[config.mk]
export PLATFORM = sky130hd
export DESIGN_NAME = mult_arbiter_flat
export DESIGN_NICKNAME = d
export VERILOG_FILES = /design/src/rtl/mult_pkg.sv /design/src/rtl/mult_arbiter_if.sv /design/src/rtl/rr_arb2.sv /design/src/rtl/mult_arbiter.sv /design/src/flat_wrapper.sv
export SDC_FILE = /design/constraint.sdc
export NUM_CORES = 1
export LEC_CHECK = 0
export ABC_CLOCK_PERIOD_IN_PS = 2200
export BUFFER_PORTS_ARGS = -buffer_cell sky130_fd_sc_hd__buf_2
export CAP_MARGIN = 20
export CELL_PAD_IN_SITES_DETAIL_PLACEMENT = 1
export CELL_PAD_IN_SITES_GLOBAL_PLACEMENT = 1
export CORE_MARGIN = 4
export CORE_UTILIZATION = 35
export DETAILED_ROUTE_END_ITERATION = 6
export HOLD_SLACK_MARGIN = 0.12
export PLACE_DENSITY_LB_ADDON = 0.25
export SLEW_MARGIN = 15
export SYNTH_ARGS = -nofsm -noshare
export SYNTH_HDL_FRONTEND = slang
export SYNTH_SLANG_ARGS = --single-unit
export TNS_END_PERCENT = 30
[constraint.sdc]
create_clock -name CLK -period 2.2 [get_ports CLK]
set_input_delay 0.33 -clock CLK [delete_from_list [all_inputs] [get_ports CLK]]
set_output_delay 0.33 -clock CLK [all_outputs]
set_load 0.05 [all_outputs]
[src/rtl/mult_pkg.sv]
// Shared definitions for the two-requester multiplier arbiter.
//   N_DEF       : default operand width (result is 2*N_DEF bits)
//   TIMEOUT_DEF : default number of WAIT cycles before a transaction errors out
//   state_t     : arbiter FSM state encoding
package mult_pkg;

    localparam int N_DEF       = 4;
    localparam int TIMEOUT_DEF = 64;

    typedef enum logic [2:0] {
        ST_IDLE  = 3'd0,
        ST_LOADB = 3'd1,
        ST_LOADQ = 3'd2,
        ST_GO    = 3'd3,
        ST_WAIT  = 3'd4,
        ST_RESP  = 3'd5
    } state_t;

endpackage

[src/rtl/mult_arbiter_if.sv]
// Bundle between two requesters plus an external sequential multiplier
// (master side) and the arbiter (slave side).
//   REQ[i], OPA*/OPB*         : request levels and operands of requester i
//   ACK[i]                    : one-cycle pulse, operands of requester i captured
//   DONE[i], ERR, RESULT      : one-cycle completion pulse with status and product
//   MULT_LOADB/LOADQ/G/IN     : control and operand bus towards the multiplier
//   MULT_OUT, MULT_FINISH     : product and completion level from the multiplier
//
// Handshake: a requester raises REQ[i] with its operands stable and keeps both
// unchanged until it sees ACK[i] high for one cycle; REQ[i] still high in the
// cycle after ACK[i] counts as a fresh request. DONE[i] is a single-cycle
// pulse with no back-pressure, and ERR/RESULT are meaningful only while DONE
// is high.
interface mult_arbiter_if
    import mult_pkg::*;
#(
    parameter int N = N_DEF
);
    logic [1:0]     REQ;
    logic [N-1:0]   OPA0;
    logic [N-1:0]   OPA1;
    logic [N-1:0]   OPB0;
    logic [N-1:0]   OPB1;
    logic [1:0]     ACK;
    logic [1:0]     DONE;
    logic           ERR;
    logic [2*N-1:0] RESULT;
    logic           MULT_LOADB;
    logic           MULT_LOADQ;
    logic           MULT_G;
    logic [N-1:0]   MULT_IN;
    logic [2*N-1:0] MULT_OUT;
    logic           MULT_FINISH;

    modport master (
        output REQ, OPA0, OPA1, OPB0, OPB1, MULT_OUT, MULT_FINISH,
        input  ACK, DONE, ERR, RESULT, MULT_LOADB, MULT_LOADQ, MULT_G, MULT_IN
    );

    modport slave (
        input  REQ, OPA0, OPA1, OPB0, OPB1, MULT_OUT, MULT_FINISH,
        output ACK, DONE, ERR, RESULT, MULT_LOADB, MULT_LOADQ, MULT_G, MULT_IN
    );

endinterface

[src/rtl/rr_arb2.sv]
// Two-input round-robin grant, purely combinational.
//   req       : request bits, bit i = requester i
//   last      : index of the requester granted most recently
//   gnt_valid : at least one request present
//   gnt_idx   : index of the winner (the one not granted last on a tie)
module rr_arb2 (
    input  logic [1:0] req,
    input  logic       last,
    output logic       gnt_valid,
    output logic       gnt_idx
);

    always_comb begin
        gnt_valid = |req;
        gnt_idx   = 1'b0;
        case (req)
            2'b01:   gnt_idx = 1'b0;
            2'b10:   gnt_idx = 1'b1;
            2'b11:   gnt_idx = ~last;
            default: gnt_idx = 1'b0;
        endcase
    end

endmodule

[src/rtl/mult_arbiter.sv]
// Arbitrates two requesters onto one external sequential multiplier.
// A granted transaction walks IDLE -> LOADB -> LOADQ -> GO -> WAIT -> RESP.
//   CLK, RESET_N : clock and synchronous active-low reset
//   bus          : requester and multiplier signals (slave view)
//   dbg_state    : current FSM state, for observation only
module mult_arbiter
    import mult_pkg::*;
#(
    parameter int N       = N_DEF,
    parameter int TIMEOUT = TIMEOUT_DEF
) (
    input  logic          CLK,
    input  logic          RESET_N,
    mult_arbiter_if.slave bus,
    output state_t        dbg_state
);

    localparam int CW = $clog2(TIMEOUT + 1);

    state_t         state_q, state_d;
    logic           last_q, last_d;
    logic           idx_q, idx_d;
    logic [N-1:0]   opa_q, opa_d;
    logic [N-1:0]   opb_q, opb_d;
    logic [CW-1:0]  cnt_q, cnt_d;
    logic           fin_prev_q, fin_prev_d;
    logic [1:0]     ack_q, ack_d;
    logic [1:0]     done_q, done_d;
    logic           err_q, err_d;
    logic [2*N-1:0] result_q, result_d;
    logic           loadb_q, loadb_d;
    logic           loadq_q, loadq_d;
    logic           g_q, g_d;
    logic [N-1:0]   mult_in_q, mult_in_d;

    logic           gnt_valid;
    logic           gnt_idx;

    rr_arb2 u_rr (
        .req       (bus.REQ),
        .last      (last_q),
        .gnt_valid (gnt_valid),
        .gnt_idx   (gnt_idx)
    );

    always_comb begin
        state_d    = state_q;
        last_d     = last_q;
        idx_d      = idx_q;
        opa_d      = opa_q;
        opb_d      = opb_q;
        cnt_d      = cnt_q;
        fin_prev_d = bus.MULT_FINISH;
        ack_d      = 2'b00;
        done_d     = 2'b00;
        err_d      = 1'b0;
        result_d   = '0;

        case (state_q)
            ST_IDLE: begin
                if (gnt_valid) begin
                    idx_d   = gnt_idx;
                    last_d  = gnt_idx;
                    opa_d   = gnt_idx ? bus.OPA1 : bus.OPA0;
                    opb_d   = gnt_idx ? bus.OPB1 : bus.OPB0;
                    ack_d   = gnt_idx ? 2'b10 : 2'b01;
                    state_d = ST_LOADB;
                end
            end
            ST_LOADB: state_d = ST_LOADQ;
            ST_LOADQ: state_d = ST_GO;
            ST_GO: begin
                cnt_d   = '0;
                state_d = ST_WAIT;
            end
            ST_WAIT: begin
                // Only a fresh rising edge counts; a level left high by an
                // earlier operation must not end this one.
                if (bus.MULT_FINISH && !fin_prev_q) begin
                    result_d = bus.MULT_OUT;
                    done_d   = idx_q ? 2'b10 : 2'b01;
                    state_d  = ST_RESP;
                end else if (cnt_q == CW'(TIMEOUT - 1)) begin
                    err_d   = 1'b1;
                    done_d  = idx_q ? 2'b10 : 2'b01;
                    state_d = ST_RESP;
                end else begin
                    cnt_d = cnt_q + CW'(1);
                end
            end
            ST_RESP:  state_d = ST_IDLE;
            default:  state_d = ST_IDLE;
        endcase

        // Multiplier controls are decoded from the next state so they are
        // registered together with it and line up with the state cycle.
        loadb_d   = (state_d == ST_LOADB);
        loadq_d   = (state_d == ST_LOADQ);
        g_d       = (state_d == ST_GO);
        mult_in_d = loadb_d ? opa_d : (loadq_d ? opb_d : '0);
    end

    always_ff @(posedge CLK) begin
        if (!RESET_N) begin
            state_q    <= ST_IDLE;
            last_q     <= 1'b1;
            idx_q      <= 1'b0;
            opa_q      <= '0;
            opb_q      <= '0;
            cnt_q      <= '0;
            fin_prev_q <= 1'b0;
            ack_q      <= 2'b00;
            done_q     <= 2'b00;
            err_q      <= 1'b0;
            result_q   <= '0;
            loadb_q    <= 1'b0;
            loadq_q    <= 1'b0;
            g_q        <= 1'b0;
            mult_in_q  <= '0;
        end else begin
            state_q    <= state_d;
            last_q     <= last_d;
            idx_q      <= idx_d;
            opa_q      <= opa_d;
            opb_q      <= opb_d;
            cnt_q      <= cnt_d;
            fin_prev_q <= fin_prev_d;
            ack_q      <= ack_d;
            done_q     <= done_d;
            err_q      <= err_d;
            result_q   <= result_d;
            loadb_q    <= loadb_d;
            loadq_q    <= loadq_d;
            g_q        <= g_d;
            mult_in_q  <= mult_in_d;
        end
    end

    assign bus.ACK        = ack_q;
    assign bus.DONE       = done_q;
    assign bus.ERR        = err_q;
    assign bus.RESULT     = result_q;
    assign bus.MULT_LOADB = loadb_q;
    assign bus.MULT_LOADQ = loadq_q;
    assign bus.MULT_G     = g_q;
    assign bus.MULT_IN    = mult_in_q;
    assign dbg_state      = state_q;

endmodule

[src/flat_wrapper.sv]
// flat-port wrapper written by rule: the top's interface ports become plain ports
module mult_arbiter_flat import mult_pkg::*;
#(
    parameter int N       = N_DEF,
    parameter int TIMEOUT = TIMEOUT_DEF
)
  (CLK, RESET_N, dbg_state, bus_REQ, bus_OPA0, bus_OPA1, bus_OPB0, bus_OPB1, bus_MULT_OUT, bus_MULT_FINISH, bus_ACK, bus_DONE, bus_ERR, bus_RESULT, bus_MULT_LOADB, bus_MULT_LOADQ, bus_MULT_G, bus_MULT_IN);
  mult_arbiter_if #(.N(N)) bus_i ();
  input  logic CLK;
  input  logic RESET_N;
  output state_t dbg_state;
  input wire logic [$bits(bus_i.REQ)-1:0] bus_REQ;
  input wire logic [$bits(bus_i.OPA0)-1:0] bus_OPA0;
  input wire logic [$bits(bus_i.OPA1)-1:0] bus_OPA1;
  input wire logic [$bits(bus_i.OPB0)-1:0] bus_OPB0;
  input wire logic [$bits(bus_i.OPB1)-1:0] bus_OPB1;
  input wire logic [$bits(bus_i.MULT_OUT)-1:0] bus_MULT_OUT;
  input wire logic [$bits(bus_i.MULT_FINISH)-1:0] bus_MULT_FINISH;
  output wire logic [$bits(bus_i.ACK)-1:0] bus_ACK;
  output wire logic [$bits(bus_i.DONE)-1:0] bus_DONE;
  output wire logic [$bits(bus_i.ERR)-1:0] bus_ERR;
  output wire logic [$bits(bus_i.RESULT)-1:0] bus_RESULT;
  output wire logic [$bits(bus_i.MULT_LOADB)-1:0] bus_MULT_LOADB;
  output wire logic [$bits(bus_i.MULT_LOADQ)-1:0] bus_MULT_LOADQ;
  output wire logic [$bits(bus_i.MULT_G)-1:0] bus_MULT_G;
  output wire logic [$bits(bus_i.MULT_IN)-1:0] bus_MULT_IN;
  assign bus_i.REQ = bus_REQ;
  assign bus_i.OPA0 = bus_OPA0;
  assign bus_i.OPA1 = bus_OPA1;
  assign bus_i.OPB0 = bus_OPB0;
  assign bus_i.OPB1 = bus_OPB1;
  assign bus_i.MULT_OUT = bus_MULT_OUT;
  assign bus_i.MULT_FINISH = bus_MULT_FINISH;
  assign bus_ACK = bus_i.ACK;
  assign bus_DONE = bus_i.DONE;
  assign bus_ERR = bus_i.ERR;
  assign bus_RESULT = bus_i.RESULT;
  assign bus_MULT_LOADB = bus_i.MULT_LOADB;
  assign bus_MULT_LOADQ = bus_i.MULT_LOADQ;
  assign bus_MULT_G = bus_i.MULT_G;
  assign bus_MULT_IN = bus_i.MULT_IN;
  mult_arbiter #(.N(N), .TIMEOUT(TIMEOUT)) u_core (.CLK(CLK), .RESET_N(RESET_N), .bus(bus_i), .dbg_state(dbg_state));
endmodule
==> out/qor.csv <==
metric;value;unit
vias in the first global route;1302;
Post-CTS Setup Repair Bufs;0;
worst-path maximum fanout;6;
Synth Register Bits;37;
Final Max Tran Viols;0;
worst hold path endpoint;u_core.bus.RESULT[1]$_SDFF_PN0_;
Clock Pin Slew Worst Setup and Hold Paths;0.07;ns
Crit. End Element;register;
Hold Violations, Final;0;
Syn Inst Count;142;
Final Wtd Congestion;0.792;
sequential share of the synthesized area;53.5;%
core box area;3740;um^2
Die Area;5030;um^2
Longest Clk Path Bufs;2;
drc violations;0;
TritonCTS clock tree;done;
total global-route track usage;14.2;%
sequential share of power;50.2;%
f_max;547;MHz
htree depth;2;
clk sinks;37;
worst setup margin;0.372;ns
Sw Share;26.8;%
HP Start;bus_MULT_OUT[1];
post-layout power;1.45;mW
Syn-to-layout area delta;28.7;%
Die Ht;70.9;um
Critical-path top delay cell;or4_1;
Synth area leaders;dfxtp_1 (53%), mux2i_1 (5.8%), and2_1 (4.5%);
Max IR drop VDD;0.000371;V
setup_tns;0;ns
CP Launch Type;register;
Die W;70.9;um
post-synth cell types;32;
Initial Util;37.0;%
gr ovfl total;0;
R2R cell count;5;
relative slew slack;58.1;%
Via Count;1219;
P per Cell Area;812;nW/um^2
Hold Path Class;primary input to register;
status;complete, no violations;
Final period util;83.1;%
Comb pwr share;15.2;%
Crit path required time;2.41;ns
Setup WS pre-CTS;0.431;ns
layout cells sized above 1;31.5;%
RSZ-0062 raised after global routing;false;
Synth Net Count;172;
initial antenna violation count;0;
site row count;22;
share of the synthesized area in the top cell type;53.5;%
internal power;1.06;mW
data arrival time of the worst path;2.03;ns
diode count;0;
Detailed Route WL;3390;um
Yosys top cell by area;dfxtp_1;
first-pass GRT wire length;5850;um
clock power share;34.5;%
Worst Skew;0.00527;ns
hold path depth;2;
number of iterations in the first detailed-routing pass;4;
P_sw;388;uW
critical path class;register to register;
measured slew at the worst slew-check pin;0.623;ns
most frequent cells in the layout;buf_2 (51), dfxtp_1 (37), nor2_1 (16), nand2_1 (10), and2_1 (10);
ANT nets after route;0;
total number of yosys warnings;0;
R2R Setup Slk;0.37;ns
Largest stage delay, worst path;0.57;ns
syn_area_per_cell;9.75;um^2
hold buffers post-CTS;0;
most common cell after layout, fill and taps aside;buf_2;
FF-to-FF End;u_core.cnt_q[5]$_SDFFE_PN0P_;
DPL Wire Length;2670;um
cts repair resizes;0;
R2R Path Start;u_core.cnt_q[0]$_SDFFE_PN0P_;
1st-iter DRT viols;34;
input/output buffers;51;
leakage;0.821;nW
Max-cap violations;0;
Post-Synthesis Cell Area;1390;um^2
I/O Pins;52;
CP Cell Sequence;ha_1, nand3_1, o21ai_0, or4_1, a21oi_1;
largest net degree at the start of global routing;12;
Clock Latency Late Sink;0.27;ns
CTS root buffer;clkbuf_8;
nets;226;
Final Setup Violations;0;
CTS buffer count;5;
via/cell ratio;4.98;
minimum clock period;1.83;ns
routed length per placed instance;13.8;um
[flip-flops by register name, indices dropped and copies added, names as in the netlist, 2 cells and up]
name and count:
u_core.dbg_state 3, u_core.bus.RESULT 8, u_core.opb_q 4, u_core.bus.MULT_IN 4, u_core.bus.ACK 2, u_core.bus.DONE 2, u_core.cnt_q 7
[per-layer routing]
layer / vias up / GRT usage [%] / part of all wire [%]
met3: 2 / 4.26 / 7.1
li1: 604 / - / -
met1: 579 / 16.4 / 43
met2: 34 / 25.3 / 49
met5: - / 0 / 0
met4: 0 / 3.76 / 0.56
[through the flow]
stage | hold slack, ns | instances | area, um^2 | utilization (%)
finish | 0.263 | 245 | 1780 | 47.6
global route | 0.262 | 245 | 1780 | 47.6
CTS | 0.258 | 245 | 1780 | 47.6
detailed placement | 0.413 | 237 | 1680 | 44.9
global placement | 0.401 | 237 | 1680 | 44.9
floorplan | 0.392 | 142 | 1390 | -
[final cells by class]
class	count	area (um^2)
clock inverters	1	5.00
repair buffers	52	263
multi-input cells	96	603
fillers	467	1960
inverters	4	15.0
well taps	48	60.1
clock buffers	7	96.3
flip-flops and latches	37	741
[power groups by stage]
stage / clock network [mW] / registers [mW] / logic (mW)
4_1_cts: 0.516 / 0.727 / 0.223
2_1_floorplan: 0 / 0.810 / 0.0890
6_report: 0.500 / 0.727 / 0.220
5_1_grt: 0.542 / 0.732 / 0.241
3_3_place_gp: 0 / 0.741 / 0.215
3_5_place_dp: 0 / 0.742 / 0.221
[worst max-delay path by stage]
| stage | cells past startpoint | from | slack, ns | endpoint |
|---|---|---|---|---|
| after floorplan | 4 | u_core.dbg_state[2]$_SDFF_PN0_ | 0.32 | u_core.cnt_q[5]$_SDFFE_PN0P_ |
| after global placement | 5 | u_core.cnt_q[0]$_SDFFE_PN0P_ | 0.53 | u_core.cnt_q[5]$_SDFFE_PN0P_ |
| after detailed placement | 5 | u_core.cnt_q[0]$_SDFFE_PN0P_ | 0.43 | u_core.cnt_q[5]$_SDFFE_PN0P_ |
| after CTS | 5 | u_core.cnt_q[0]$_SDFFE_PN0P_ | 0.38 | u_core.cnt_q[5]$_SDFFE_PN0P_ |
| after global routing | 5 | u_core.cnt_q[0]$_SDFFE_PN0P_ | 0.19 | u_core.cnt_q[5]$_SDFFE_PN0P_ |
| final | 5 | u_core.cnt_q[0]$_SDFFE_PN0P_ | 0.37 | u_core.cnt_q[5]$_SDFFE_PN0P_ |
[worst max-delay path: cells and delay by family, from the launching register on]
family          cells  cell delay [ns]
simple gates        2             0.75
flops               1             0.35
compound gates      2             0.44
fa+ha+maj           1             0.22
[logic make-up after synthesis]
group	share of synthesized area, %
mux	5.78
compound gates	13.3
simple gates	22.9
buf+inv	2.98
flops	53.5
xor+xnor	0.632
fa+ha+maj	0.903
[cells in the mapped netlist]
cell,n
o211ai_1,3
a211oi_1,4
nor2b_1,1
a31oi_1,1
ha_1,1
nand4_2,1
buf_4,1
xor2_1,1
nand2_1,10
and2_1,10
and3b_1,2
inv_1,4
nand2b_1,5
mux2i_1,8
and4_1,1
dfxtp_1,37
o31ai_1,3
buf_2,3
nor3_1,2
and3_1,1
a21oi_1,6
o21ai_0,8
or4_1,3
a21boi_0,2
or3_1,1
nand3b_1,1
nor2_1,16
o2111ai_1,1
clkbuf_1,1
o41ai_1,1
nor3b_4,1
nand3_1,2
Power figures use the tool's default switching activity.
